--- src/rtl/spi_pkg.sv ---
// spi_pkg: shared defaults for the SPI slave.
package spi_pkg;
    localparam int DATA_W_DEF      = 8;
    localparam int SYNC_STAGES_DEF = 3;
endpackage

--- src/rtl/spi_sync_edge.sv ---
// spi_sync_edge: N-stage synchronizer with registered rise/fall detection.
module spi_sync_edge import spi_pkg::*; #(
    parameter int   STAGES  = SYNC_STAGES_DEF,
    parameter logic RST_VAL = 1'b0
) (
    input  logic sys_clk,
    input  logic sys_rst,
    input  logic din,
    output logic rise,
    output logic fall
);
    logic [STAGES-1:0] sync;
    logic              last;

    always_ff @(posedge sys_clk) begin
        if (sys_rst) begin
            sync <= {STAGES{RST_VAL}};
            last <= RST_VAL;
        end else begin
            sync <= {sync[STAGES-2:0], din};
            last <= sync[STAGES-1];
        end
    end

    assign rise = sync[STAGES-1] & ~last;
    assign fall = ~sync[STAGES-1] & last;
endmodule

--- src/rtl/spi_slave.sv ---
// spi_slave: mode-0 SPI slave, oversampled in sys_clk, byte strobes to the core.
module spi_slave import spi_pkg::*; #(
    parameter int DATA_W      = DATA_W_DEF,
    parameter int SYNC_STAGES = SYNC_STAGES_DEF
) (
    input  logic              sys_clk,
    input  logic              sys_rst,
    input  logic              sck,
    input  logic              mosi,
    output logic              miso,
    input  logic              ssel,
    output logic              byte_received,
    output logic [DATA_W-1:0] received_data,
    output logic              data_needed,
    input  logic [DATA_W-1:0] data_to_send
);
    localparam int            CW   = $clog2(DATA_W);
    localparam logic [CW-1:0] LAST = CW'(DATA_W - 1);

    logic [SYNC_STAGES-1:0] mosiPipe;
    logic                   sckRise, sckFall, sselStart, sselEnd;
    logic                   selected, selNext;
    logic [CW-1:0]          bitCnt;
    logic [DATA_W-1:0]      rxShift, rxNext, txShift, txNext;

    spi_sync_edge #(.STAGES(SYNC_STAGES), .RST_VAL(1'b0)) sckEdge (
        .sys_clk(sys_clk), .sys_rst(sys_rst), .din(sck), .rise(sckRise), .fall(sckFall)
    );

    spi_sync_edge #(.STAGES(SYNC_STAGES), .RST_VAL(1'b1)) sselEdge (
        .sys_clk(sys_clk), .sys_rst(sys_rst), .din(ssel), .rise(sselEnd), .fall(sselStart)
    );

    // selected lags the ssel edge by one cycle, so a final rise coincident with
    // ssel_end still sees the frame as active and completes the word.
    always_comb begin
        rxNext  = {rxShift[DATA_W-2:0], mosiPipe[SYNC_STAGES-1]};
        selNext = sselStart | (selected & ~sselEnd);
        txNext  = sselStart ? data_to_send :
                  (sckFall && selected) ? ((bitCnt == '0) ? data_to_send : txShift << 1) :
                  txShift;
    end

    always_ff @(posedge sys_clk) begin
        if (sys_rst) begin
            mosiPipe      <= '0;
            selected      <= 1'b0;
            bitCnt        <= '0;
            rxShift       <= '0;
            txShift       <= '0;
            miso          <= 1'b0;
            received_data <= '0;
            byte_received <= 1'b0;
            data_needed   <= 1'b0;
        end else begin
            mosiPipe      <= {mosiPipe[SYNC_STAGES-2:0], mosi};
            selected      <= selNext;
            txShift       <= txNext;
            miso          <= selNext & txNext[DATA_W-1];
            byte_received <= 1'b0;
            data_needed   <= 1'b0;
            if (sselStart) begin
                bitCnt <= '0;
            end else if (sckRise && selected) begin
                rxShift <= rxNext;
                bitCnt  <= (bitCnt == LAST) ? '0 : bitCnt + 1'b1;
                if (bitCnt == LAST) begin
                    received_data <= rxNext;
                    byte_received <= 1'b1;
                    data_needed   <= 1'b1;
                end
            end
            if (sselEnd)
                bitCnt <= '0;
        end
    end
endmodule

--- config.mk ---
export PLATFORM = sky130hd
export DESIGN_NAME = spi_slave
export DESIGN_NICKNAME = d
export VERILOG_FILES = /design/src/rtl/spi_pkg.sv /design/src/rtl/spi_sync_edge.sv /design/src/rtl/spi_slave.sv
export SDC_FILE = /design/constraint.sdc
export NUM_CORES = 1
export LEC_CHECK = 0
export ABC_AREA = 1
export BUFFER_PORTS_ARGS = -buffer_cell sky130_fd_sc_hd__buf_2
export CORE_MARGIN = 2
export CORE_UTILIZATION = 45
export CTS_CLUSTER_DIAMETER = 200
export DETAILED_ROUTE_END_ITERATION = 7
export MAX_ROUTING_LAYER = met4
export PLACE_DENSITY = 0.66
export SLEW_MARGIN = 20
export SYNTH_ARGS = -nofsm -noshare
export SYNTH_HDL_FRONTEND = slang
export SYNTH_HIERARCHICAL = 1
export SYNTH_SLANG_ARGS = --single-unit
export TNS_END_PERCENT = 10
--- constraint.sdc ---
create_clock -name sys_clk -period 1.94 [get_ports sys_clk]
set_input_delay 0.291 -clock sys_clk [delete_from_list [all_inputs] [get_ports sys_clk]]
set_output_delay 0.291 -clock sys_clk [all_outputs]
set_load 0.01 [all_outputs]
; Word-level counts from Yosys, hierarchy flattened
; Cells that the tools add are included.
[totals]
reg_bits = 40
input_bits = 13
output_inout_bits = 11
wordCells = 42
[op_classes]
addsub = 1
eq_ne = 1
muxes = 5
n_bitwise = 14
n_reduce_logical = 8
[ops]
columns = op, count
row1 = 8-bit 2-to-1 mux, 3
row2 = 1-bit NOT, 7
row3 = 1-bit AND, 6
row4 = 3-bit OR reduction, 2
row5 = "3-bit by 1-bit adder with 3-bit output, second input constant", 1
row6 = "3-bit equality test, second input constant", 1
row7 = 3-bit logical NOT, 1
row8 = 3-bit 2-to-1 mux, 1
row9 = 3-bit AND reduction, 1
row10 = 1-bit logical AND, 2
row11 = 2-bit AND reduction, 1
row12 = 2-bit nonzero test, 1
row13 = 1-bit 2-to-1 mux, 1
row14 = 1-bit bitwise OR, 1

; Longest topological paths before layout
; Gate-level depths: netlist of run 1.
[logic_depth]
ltp_word = 6
depth_mapped = 8
depth_no_buf = 8

; Cells and area by module
; Netlist of run 1, hierarchy kept.
[modules_own_cells]
columns = mod, n_inst, cells_each, area_each_um2, seq_area_each_um2
row1 = spi_slave, 1, 187, 1381.3, 640.6
row2 = spi_sync_edge at sselEdge, 1, 16, 125.1, 80.1
row3 = spi_sync_edge at sckEdge, 1, 15, 121.4, 80.1

; Worst setup path before layout of run 1
; No wires, ideal clock.
[synth_timing]
path_kind = register -> register
from = reg bitCnt[0]
to = reg txShift[7]
setup_time_ns = 0.132
arrival_ns = 1.069
t_required_ns = 1.808
slack_ns = 0.738
path_stages_with_launch = 8
path_buffers = 1
synth_period_minus_slack_ns = 1.202
path_cell_list = dfxtp_1 -> inv_1 -> ha_1 -> buf_2 -> nand2_1 -> nand2_1 -> nand3_1 -> a21oi_1
[synth_between]
elab_chain_cells = 4
[synth_lines]
columns = element, line
row1 = "start, declared", spi_slave.sv:23  ; logic [CW-1:0] bitCnt;
row2 = "start signal, assigned", spi_slave.sv:66  ; bitCnt <= (bitCnt == LAST) ? '0 : bitCnt + 1'b1;
row3 = 3-bit logical NOT, spi_slave.sv:40  ; (sckFall && selected) ? ((bitCnt == '0) ? data_to_send : txShift << 1) :
row4 = 8-bit 2-to-1 mux (2 in series), spi_slave.sv:40
row5 = 8-bit 2-to-1 mux, spi_slave.sv:39  ; txNext = sselStart ? data_to_send :
row6 = "end signal, assigned", spi_slave.sv:58  ; txShift <= txNext;
row7 = "end, declared", spi_slave.sv:24  ; logic [DATA_W-1:0] rxShift, rxNext, txShift, txNext;
; No other way between the ends. The select of a mux whose other input is x is not followed.
; A chain may end at the register's enable or synchronous reset.

; Worst setup path in the final report of run 1
[layout_timing]
from = reg sckEdge.sync[2]
to = reg received_data[6]
[layout_between]
elab_chain_cells = 3
[layout_lines]
columns = element, line
row1 = "start, declared", spi_sync_edge.sv:12  ; logic [STAGES-1:0] sync;
row2 = "start signal, assigned", spi_sync_edge.sv:17  ; sync <= {STAGES{RST_VAL}};
row3 = "start signal, assigned", spi_sync_edge.sv:20  ; sync <= {sync[STAGES-2:0], din};
row4 = 1-bit AND, spi_sync_edge.sv:25  ; assign rise = sync[STAGES-1] & ~last;
row5 = named net sckRise, spi_slave.sv:21  ; logic sckRise, sckFall, sselStart, sselEnd;
row6 = 1-bit logical AND, spi_slave.sv:64  ; end else if (sckRise && selected) begin
row7 = 3-bit AND reduction (no source line), n/a
row8 = "end signal, assigned", spi_slave.sv:68  ; received_data <= rxNext;
row9 = "end, declared", spi_slave.sv:13  ; output logic [DATA_W-1:0] received_data,
; The timed path passes the listed nets, and every way through them passes these cells.

==> flow_metrics.tcl, run 1 <==
set metrics [dict create \
    status "finished clean" \
    synth_compound_area_share_pct 8.76 \
    synth_xor_area_share_pct 0 \
    stdcell_count 292 \
    syn_inst 218 \
    yosys_warnings 6 \
    dp_hpwl_mm 2.10 \
    utilization_pct 54.1 \
    min_to "sselEdge/sync[0]" \
    worstMarginPinSlew_ps 396 \
    synth_simple_gate_area_share_pct 29.2 \
    drc 0 \
    antenna_left 0 \
    rows 21 \
    io_buffers 23 \
    hp-class "input pin to flip-flop" \
    power.density_nw_per_um2 724 \
    required_ps 2230 \
    fmax_mhz 700 \
    crit_arrival_ps 1720 \
    routed_wirelength_mm 3.06 \
    power_switching_uw 300 \
    min_from "ssel" \
    htreeDepth 2 \
    internal_power_uw 1040 \
    synth_top_area_cell "dfxtp_1" \
    clock-sinks 40 \
    clock_skew_ps 10.2 \
    drive_gt1_share_pct 15.4 \
    relSlewSlack_pct 73.6 \
    synth_top_family_by_area "simple AND/OR/NAND/NOR gates" \
    final_cell_area_um2 1850 \
    die_w_um 64.1 \
    grt_first_pass_wirelength_mm 5.49 \
    ir_drop_v 0.000416 \
    ys_types 17 \
    r2r-end "received_data[6]" \
    crit_type "flip-flop to flip-flop" \
    crit_path_max_fanout 13 \
    pwr-share-seq_pct 62.7 \
    vias 1361 \
    drt_iter0_markers 96 \
    r2r-start "sckEdge/sync[2]" \
    cts.hold.buffers_added 0 \
    hold_path_depth 3 \
    fin_nets 261 \
    r2r_cells 8 \
    syn_avg_cell_area_um2 7.47 \
    pwr-share-clk_pct 32.4 \
    ys_seq_elements 40 \
    hold_viol 0 \
    ff2ff_setup_slack_ps 510 \
    p_sw_share_pct 22.4 \
    fillCellCount 347 \
    synth_top_area_share_pct 49.2 \
    cts-root-buf "clkbuf_4" \
    rsz0062_at_grt "false" \
    core_area_um2 3420 \
    leakagePower_uw 0.000895 \
    grt_pass1_vias 1243 \
    die_y_um 64.1 \
    wl_per_cell_um 10.5 \
    die_area_um2 4110 \
    antenna_found_initial 0 \
    post_cts_resized 0 \
    clkTransAtPathRegs_ps 110 \
    dp_cells 284 \
    drt-pass1-iter-count 4 \
    cp-end-kind "flip-flop" \
    cts_buffers 5 \
    drv_slew 0 \
    clockBufferDepth 2 \
    synth_area_leaders "dfxtp_1 (49%), nand2_1 (10%), inv_1 (8.1%)" \
    setup_violations 0 \
    finalSetupTns_ps 0 \
    syn_nets 234 \
    power_uw 1340 \
    synth.mux.area_fraction_pct 0 \
    initial_core_util_pct 47.7 \
    ios 24 \
    overflow 0 \
    period_share_pct 73.7 \
    place.gp.congestion 0.801 \
    yosysSeqAreaShare_pct 49.2 \
    netlist_area_um2 1630 \
    comb_power_share_pct 4.8 \
    period_needed_ps 1430 \
    cts_setup_buffers 0 \
    grt_max_degree 21 \
    grt_usage_pct 17.7 \
    cts_tree "yes" \
    cp-start-kind "flip-flop" \
    synth_fa_ha_area_share_pct 2.31 \
    post_dp_cell_area_um2 1790 \
    antenna_cells 0 \
    worstSkewPairLatency_ps 350 \
    area_delta_synth_final_pct 13.6 \
    cap_violations 0 \
    viasPerCell 4.66 \
]
## placed cells by master, fill, tap and decap left out, types with 5 or more instances in the layout
master,count
a21oi_1,15
buf_2,23
clkbuf_4,5
dfxtp_1,40
inv_1,35
nand2_1,45
nand3_1,22
nand3b_1,7
nor2_1,26
o21ai_0,9
## cells by family after synthesis
| kind of cell | count (synthesis) |
|---|---|
| AOI/OAI and AO/OA | 27 |
| and+or+nand+nor | 105 |
| DFF | 40 |
| adders and majority gates | 3 |
| buffers and inverters | 43 |
## state kept, by name, summed over array words and instances (netlist names), 3 cells and up
| register | flops |
|---|---|
| mosiPipe | 3 |
| sselEdge/sync | 3 |
| sckEdge/sync | 3 |
| received_data | 8 |
| txShift | 8 |
| rxShift | 7 |
| bitCnt | 3 |
## area by class of cell
class                      count  area [um2]  share of cell area, %
sequential                    40         801                   43.3
multi-input combinational    135         656                   35.5
inverter                      37         139                   7.51
timing repair buffer          26         138                   7.44
clock buffer                   8        58.8                   3.18
tap                           46        57.6                   3.11
## power groups by stage
stage / clock (uW) / combinational [uW] / sequential, uW
after floorplan: 0 / 40.2 / 858
after CTS: 448 / 64.9 / 841
after detailed placement: 0 / 64.5 / 859
final: 435 / 64.4 / 841
after global placement: 0 / 64.3 / 859
after global routing: 477 / 75.5 / 843
## worst max-delay path, stage by stage (launching register included)
cell	delay (ps)
dfxtp_1	350
inv_1	50
nor2_1	110
nand2_2	130
nor2_4	250
nand2_2	200
nor2_4	170
nand2_1	70
nand2_1	50
## worst max-delay path by stage
stage / start / to / slack (ps) / depth (start not counted)
CTS: sckEdge/sync[2] / received_data[4] / 500 / 8
finish: sckEdge/sync[2] / received_data[6] / 510 / 8
global placement: sckEdge/sync[2] / received_data[4] / 530 / 8
detailed placement: sckEdge/sync[2] / received_data[4] / 540 / 8
floorplan: bitCnt[0] / txShift[7] / 740 / 7
global route: sckEdge/sync[2] / received_data[6] / 290 / 8
## routing by layer
| layer | up-vias | part of all wire (%) | track usage (%) |
|---|---|---|---|
| met2 | 39 | 42 | 25.9 |
| li1 | 732 | - | - |
| met4 | 0 | 2.1 | 8.78 |
| met3 | 7 | 5.9 | 4.23 |
| met5 | - | 0 | - |
| met1 | 583 | 50 | 22.8 |
## cell usage after synthesis
| library cell | instances |
|---|---|
| nand3_1 | 22 |
| nand2_1 | 45 |
| nor2_4 | 3 |
| nand2_2 | 2 |
| buf_4 | 2 |
| dfxtp_1 | 40 |
| inv_1 | 35 |
| a211oi_1 | 3 |
| o21ai_0 | 9 |
| ha_1 | 3 |
| inv_2 | 1 |
| buf_2 | 2 |
| nand3b_1 | 7 |
| nor2_1 | 26 |
| clkinv_1 | 1 |
| a21oi_1 | 15 |
| clkbuf_1 | 2 |
## through the flow
stage | setup slack [ps] | hold slack (ps)
2_1_floorplan | 738 | 360
3_3_place_gp | 529 | 390
3_5_place_dp | 535 | 395
4_1_cts | 498 | 116
5_1_grt | 286 | 120
6_report | 511 | 119
Note: power is estimated with default switching activity, not from simulation.
==> run 2: changes to the inputs <==
Settings changed: PLACE_DENSITY 0.66 to 0.69.
Clock period 1.94 ns to 1.3 ns, I/O delays scaled along.
==> run 2 against run 1 <==
Net effect:
- clock skew rose by 8.1 ps
- register-to-register slack worse by 430 ps
- sequential power increased by 50%
- non-clock buffer count grew 9
- first-iteration DRC count increased by 21%
- worst setup slack got worse by 430 ps
- critical path depth unchanged
- largest cell class unchanged
- largest power group unchanged
- highest routed layer unchanged
==> flow_metrics.tcl, run 2 (same netlist as run 1, synthesis figures left out) <==
set metrics [dict create \
    routed_wirelength_mm 3.15 \
    period_needed_ps 1220 \
    cap_violations 0 \
    antenna_cells 0 \
    cp-start-kind "flip-flop" \
    required_ps 1620 \
    clock-sinks 40 \
    fmax_mhz 822 \
    die_w_um 64.1 \
    fin_nets 271 \
    drv_slew 0 \
    die_y_um 64.1 \
    fillCellCount 328 \
    cts-root-buf "clkbuf_4" \
    vias 1414 \
    period_share_pct 93.6 \
    hold_viol 0 \
    grt_max_degree 20 \
    relSlewSlack_pct 84.0 \
    utilization_pct 59.0 \
    rsz0062_at_grt "true" \
    leakagePower_uw 0.000971 \
    grt_pass1_vias 1248 \
    cp-end-kind "flip-flop" \
    antenna_found_initial 0 \
    status "finished clean" \
    top_regs "received_data: 8 flops, txShift: 8 flops, rxShift: 7 flops" \
    clockBufferDepth 2 \
    io_buffers 23 \
    worstMarginPinSlew_ps 240 \
    die_area_um2 4110 \
    dp_hpwl_mm 2.12 \
    drive_gt1_share_pct 23.1 \
    wl_per_cell_um 10.5 \
    place.gp.congestion 0.779 \
    area_delta_synth_final_pct 23.9 \
    ir_drop_v 0.000654 \
    cts_buffers 5 \
    viasPerCell 4.70 \
    drc 0 \
    hp-class "input pin to flip-flop" \
    drt_iter0_markers 116 \
    power_uw 2350 \
    crit_type "flip-flop to flip-flop" \
    crit_arrival_ps 1530 \
    antenna_left 0 \
    crit_path_max_fanout 5 \
    grt_usage_pct 17.9 \
    clock_skew_ps 18.3 \
    drt-pass1-iter-count 4 \
    setup_violations 0 \
    layout_commonest_cell "nand2_1" \
    grt_first_pass_wirelength_mm 5.43 \
    initial_core_util_pct 47.7 \
    clkTransAtPathRegs_ps 120 \
    worstSkewPairLatency_ps 360 \
    ios 24 \
    power.density_nw_per_um2 1160 \
    rows 21 \
    overflow 0 \
    core_area_um2 3420 \
    htreeDepth 2 \
    final_cell_mix "nand2_1 (41), dfxtp_1 (37), inv_1 (33)" \
    finalSetupTns_ps 0 \
    holdWs_ps 38.1 \
    cts_tree "yes" \
]
run 2: cell types whose count changed in the layout (fill, tap and decap cells not counted), sizes merged:
cell         delta
nand2           +1
dlygate4sd3     +1
clkbuf          -3
buf             +8
bufinv          +2
run 2: layer usage:
layer,up-vias,track usage [%],wire (um)
met5,-,-,0
met4,0,11.2,96
met3,8,4.23,154
met2,33,27.2,1400
met1,621,21.4,1500
li1,752,-,-
run 2: final cells by class:
type                       count  area (um2)  area share, %
clock inverter                 2        60.1           2.98
inverter                      37         141           7.01
multi-input combinational    136         697           34.6
clock buffer                   5        37.5           1.86
sequential                    40         805           39.9
tap                           46        57.6           2.85
timing repair buffer          35         219           10.9
run 2: repair_timing:
item                                    CTS  global route
endpoints found under the hold margin     0             1
hold buffers                              0             1
endpoints found under the setup margin    5            19
resized for setup                         1            18
pin swaps                                 0             7
buffers inserted                          0             3
gates cloned                              0             1
run 2: metrics by stage:
| stage | cells | instance area (um2) | setup WS [ps] |
|---|---|---|---|
| after floorplan | 218 | 1630 | 98.5 |
| after global placement | 289 | 1830 | 11.7 |
| after detailed placement | 289 | 1830 | -27.6 |
| after CTS | 296 | 1930 | 22.4 |
| after global routing | 301 | 2020 | -30.7 |
| final | 301 | 2020 | 83.3 |
run 2: worst paths after layout:
check | depth (start not counted) | start | endpoint | slack [ps]
worst max-delay path | 8 | sckEdge/sync[2] | received_data[4] | 80
worst min-delay path | 3 | sck | sckEdge/sync[0] | 40
worst max register to register | 8 | sckEdge/sync[2] | received_data[4] | 80
worst min register to register | 2 | sckEdge/sync[0] | sckEdge/sync[1] | 410
run 2: critical path: stages, from the launching register on:
cell	delay (ps)
dfxtp_2	360
inv_2	50
nor2_4	90
nand2_2	70
nor2_4	210
nand2_4	110
nor2_4	160
nand2_1	70
nand2_1	50
run 2: where the power goes:
group          switching [uW]  leakage [uW]  internal, uW
Clock                     394     0.0000513           589
Combinational            61.2      0.000594          47.1
Sequential               9.89      0.000326          1250
==> run 3: changes to the inputs <==
Settings changed: CORE_UTILIZATION 45 to 50, PLACE_DENSITY 0.69 to 0.75.
==> run 3 against run 2 <==
Net effect:
- first-iteration DRC count down 26%
- power is 15% lower
- cell count decreased by 1.3%
- combinational power hardly changed
- worst hold slack worse by 6.9 ps
- non-clock buffer count decreased by 2
==> flow_metrics.tcl, run 3 (same netlist as run 1, synthesis figures left out) <==
set metrics [dict create \
    fin_nets 268 \
    top_regs "received_data: 8 flops, txShift: 8 flops, rxShift: 7 flops" \
    critical_path_depth 7 \
    wl_per_cell_um 10.2 \
    internal_power_uw 1560 \
    power_uw 1990 \
    drt-pass1-iter-count 4 \
    final_cell_mix "nand2_1 (44), dfxtp_1 (39), inv_1 (34)" \
    hp-class "input pin to flip-flop" \
    dp_cells 289 \
    drc 0 \
    path_delay_family "buffers and inverters" \
    worstPathCellList "inv_1 > nor2_1 > buf_6 > nor2_4 > buf_4 > o21ai_0 > nor2_1" \
    final_cell_area_um2 1920 \
    r2r-start "sselEdge/last" \
    die_w_um 61.1 \
    overflow 0 \
    fmax_mhz 825 \
    die_y_um 61.1 \
    cts_setup_buffers 0 \
    period_needed_ps 1210 \
    crit_path_max_fanout 10 \
    p_sw_share_pct 21.8 \
    worstMarginPinSlew_ps 290 \
    utilization_pct 62.3 \
    clock-sinks 40 \
    cp-start-kind "flip-flop" \
    drive_gt1_share_pct 19.4 \
    clkTransAtPathRegs_ps 110 \
    power_switching_uw 434 \
    area_delta_synth_final_pct 17.8 \
    crit_arrival_ps 1450 \
    ff2ff_setup_slack_ps 90 \
    stdcell_count 297 \
    cts_buffers 5 \
    antenna_left 0 \
    ir_drop_v 0.000636 \
    initial_core_util_pct 52.9 \
    drv_slew 0 \
    cts-root-buf "clkbuf_4" \
    max_stage_delay_ps 340 \
    r2r-end "rxShift[0]" \
    pwr-share-seq_pct 62.9 \
    comb_power_share_pct 5.3 \
    hold_viol 0 \
    core_area_um2 3080 \
    layout_commonest_cell "nand2_1" \
    relSlewSlack_pct 80.6 \
    clock_skew_ps 4.80 \
    ios 24 \
    cp-startpoint "sselEdge/last" \
    period_share_pct 93.2 \
    antenna_found_initial 0 \
    grt_max_degree 20 \
    setup_violations 0 \
    antenna_cells 0 \
    post_dp_cell_area_um2 1840 \
    rows 20 \
    grt_first_pass_wirelength_mm 5.00 \
    status "finished clean" \
    grt_usage_pct 18.8 \
    cp_slowest_cell "dfxtp_1" \
    grt_pass1_vias 1200 \
    die_area_um2 3730 \
    vias 1412 \
    routed_wirelength_mm 3.04 \
    crit_type "flip-flop to flip-flop" \
    worstSkewPairLatency_ps 330 \
    cts_tree "yes" \
    fillCellCount 301 \
    drt_iter0_markers 86 \
    dp_hpwl_mm 2.13 \
    cp-end-kind "flip-flop" \
    rsz0062_at_grt "true" \
    r2r_cells 7 \
    crit_end "rxShift[0]" \
    htreeDepth 2 \
    viasPerCell 4.75 \
    place.gp.congestion 0.772 \
    io_buffers 23 \
    pwr-share-clk_pct 31.8 \
    power.density_nw_per_um2 1040 \
    path_buf_inv 3 \
    crit_top_cell "nor2_1" \
    cap_violations 0 \
    leakagePower_uw 0.000944 \
    clockBufferDepth 2 \
    cts.hold.buffers_added 0 \
    holdWs_ps 31.1 \
    required_ps 1540 \
]
[run 3: power groups by stage]
stage / Combinational (uW) / Sequential, uW / Clock (uW)
after detailed placement: 104 / 1280 / 0
after global placement: 102 / 1280 / 0
after CTS: 105 / 1250 / 650
after global routing: 119 / 1260 / 714
after floorplan: 60.0 / 1280 / 0
final: 106 / 1250 / 632
[run 3: tightest hold or removal path, cell delays in order]
cell and delay, ps:
buf_2 70, inv_1 30, nand2_1 40
[run 3: timing repair]
item | CTS | global route
endpoints found under the setup margin | 0 | 18
hold endpoints to repair | 0 | 0
gates resized for setup | 0 | 7
[run 3: through the flow]
stage,TNS [ps],setup slack [ps]
final,0,88.1
after global routing,-31.3,-13.8
after CTS,0,28.7
after detailed placement,0,64.3
after global placement,0,93.4
after floorplan,0,98.5
[run 3: area by class of cell]
| class | instances | area (um2) | share of cell area [%] |
|---|---|---|---|
| multi-input cells | 135 | 666 | 34.7 |
| clock buffers | 8 | 58.8 | 3.07 |
| well taps | 44 | 55.1 | 2.87 |
| inverters | 37 | 141 | 7.38 |
| flip-flops and latches | 40 | 802 | 41.8 |
| repair buffers | 33 | 194 | 10.1 |
[run 3: worst min path at each step]
stage / from / cells past startpoint / end / slack [ps]
after detailed placement: ssel / 3 / sselEdge/sync[0] / 380
after global placement: ssel / 3 / sselEdge/sync[0] / 370
after CTS: ssel / 3 / sselEdge/sync[0] / 30
after global routing: ssel / 3 / sselEdge/sync[0] / 20
final: ssel / 3 / sselEdge/sync[0] / 30
after floorplan: sys_rst / 1 / received_data[1] / 260
[run 3: layer usage]
metal / GRT usage, % / wire length [um] / vias to the layer above
met4: 7.45 / 29 / 0
met1: 24.2 / 1450 / 621
li1: - / - / 751
met5: - / 0 / -
met3: 5.67 / 169 / 2
met2: 27.5 / 1390 / 38
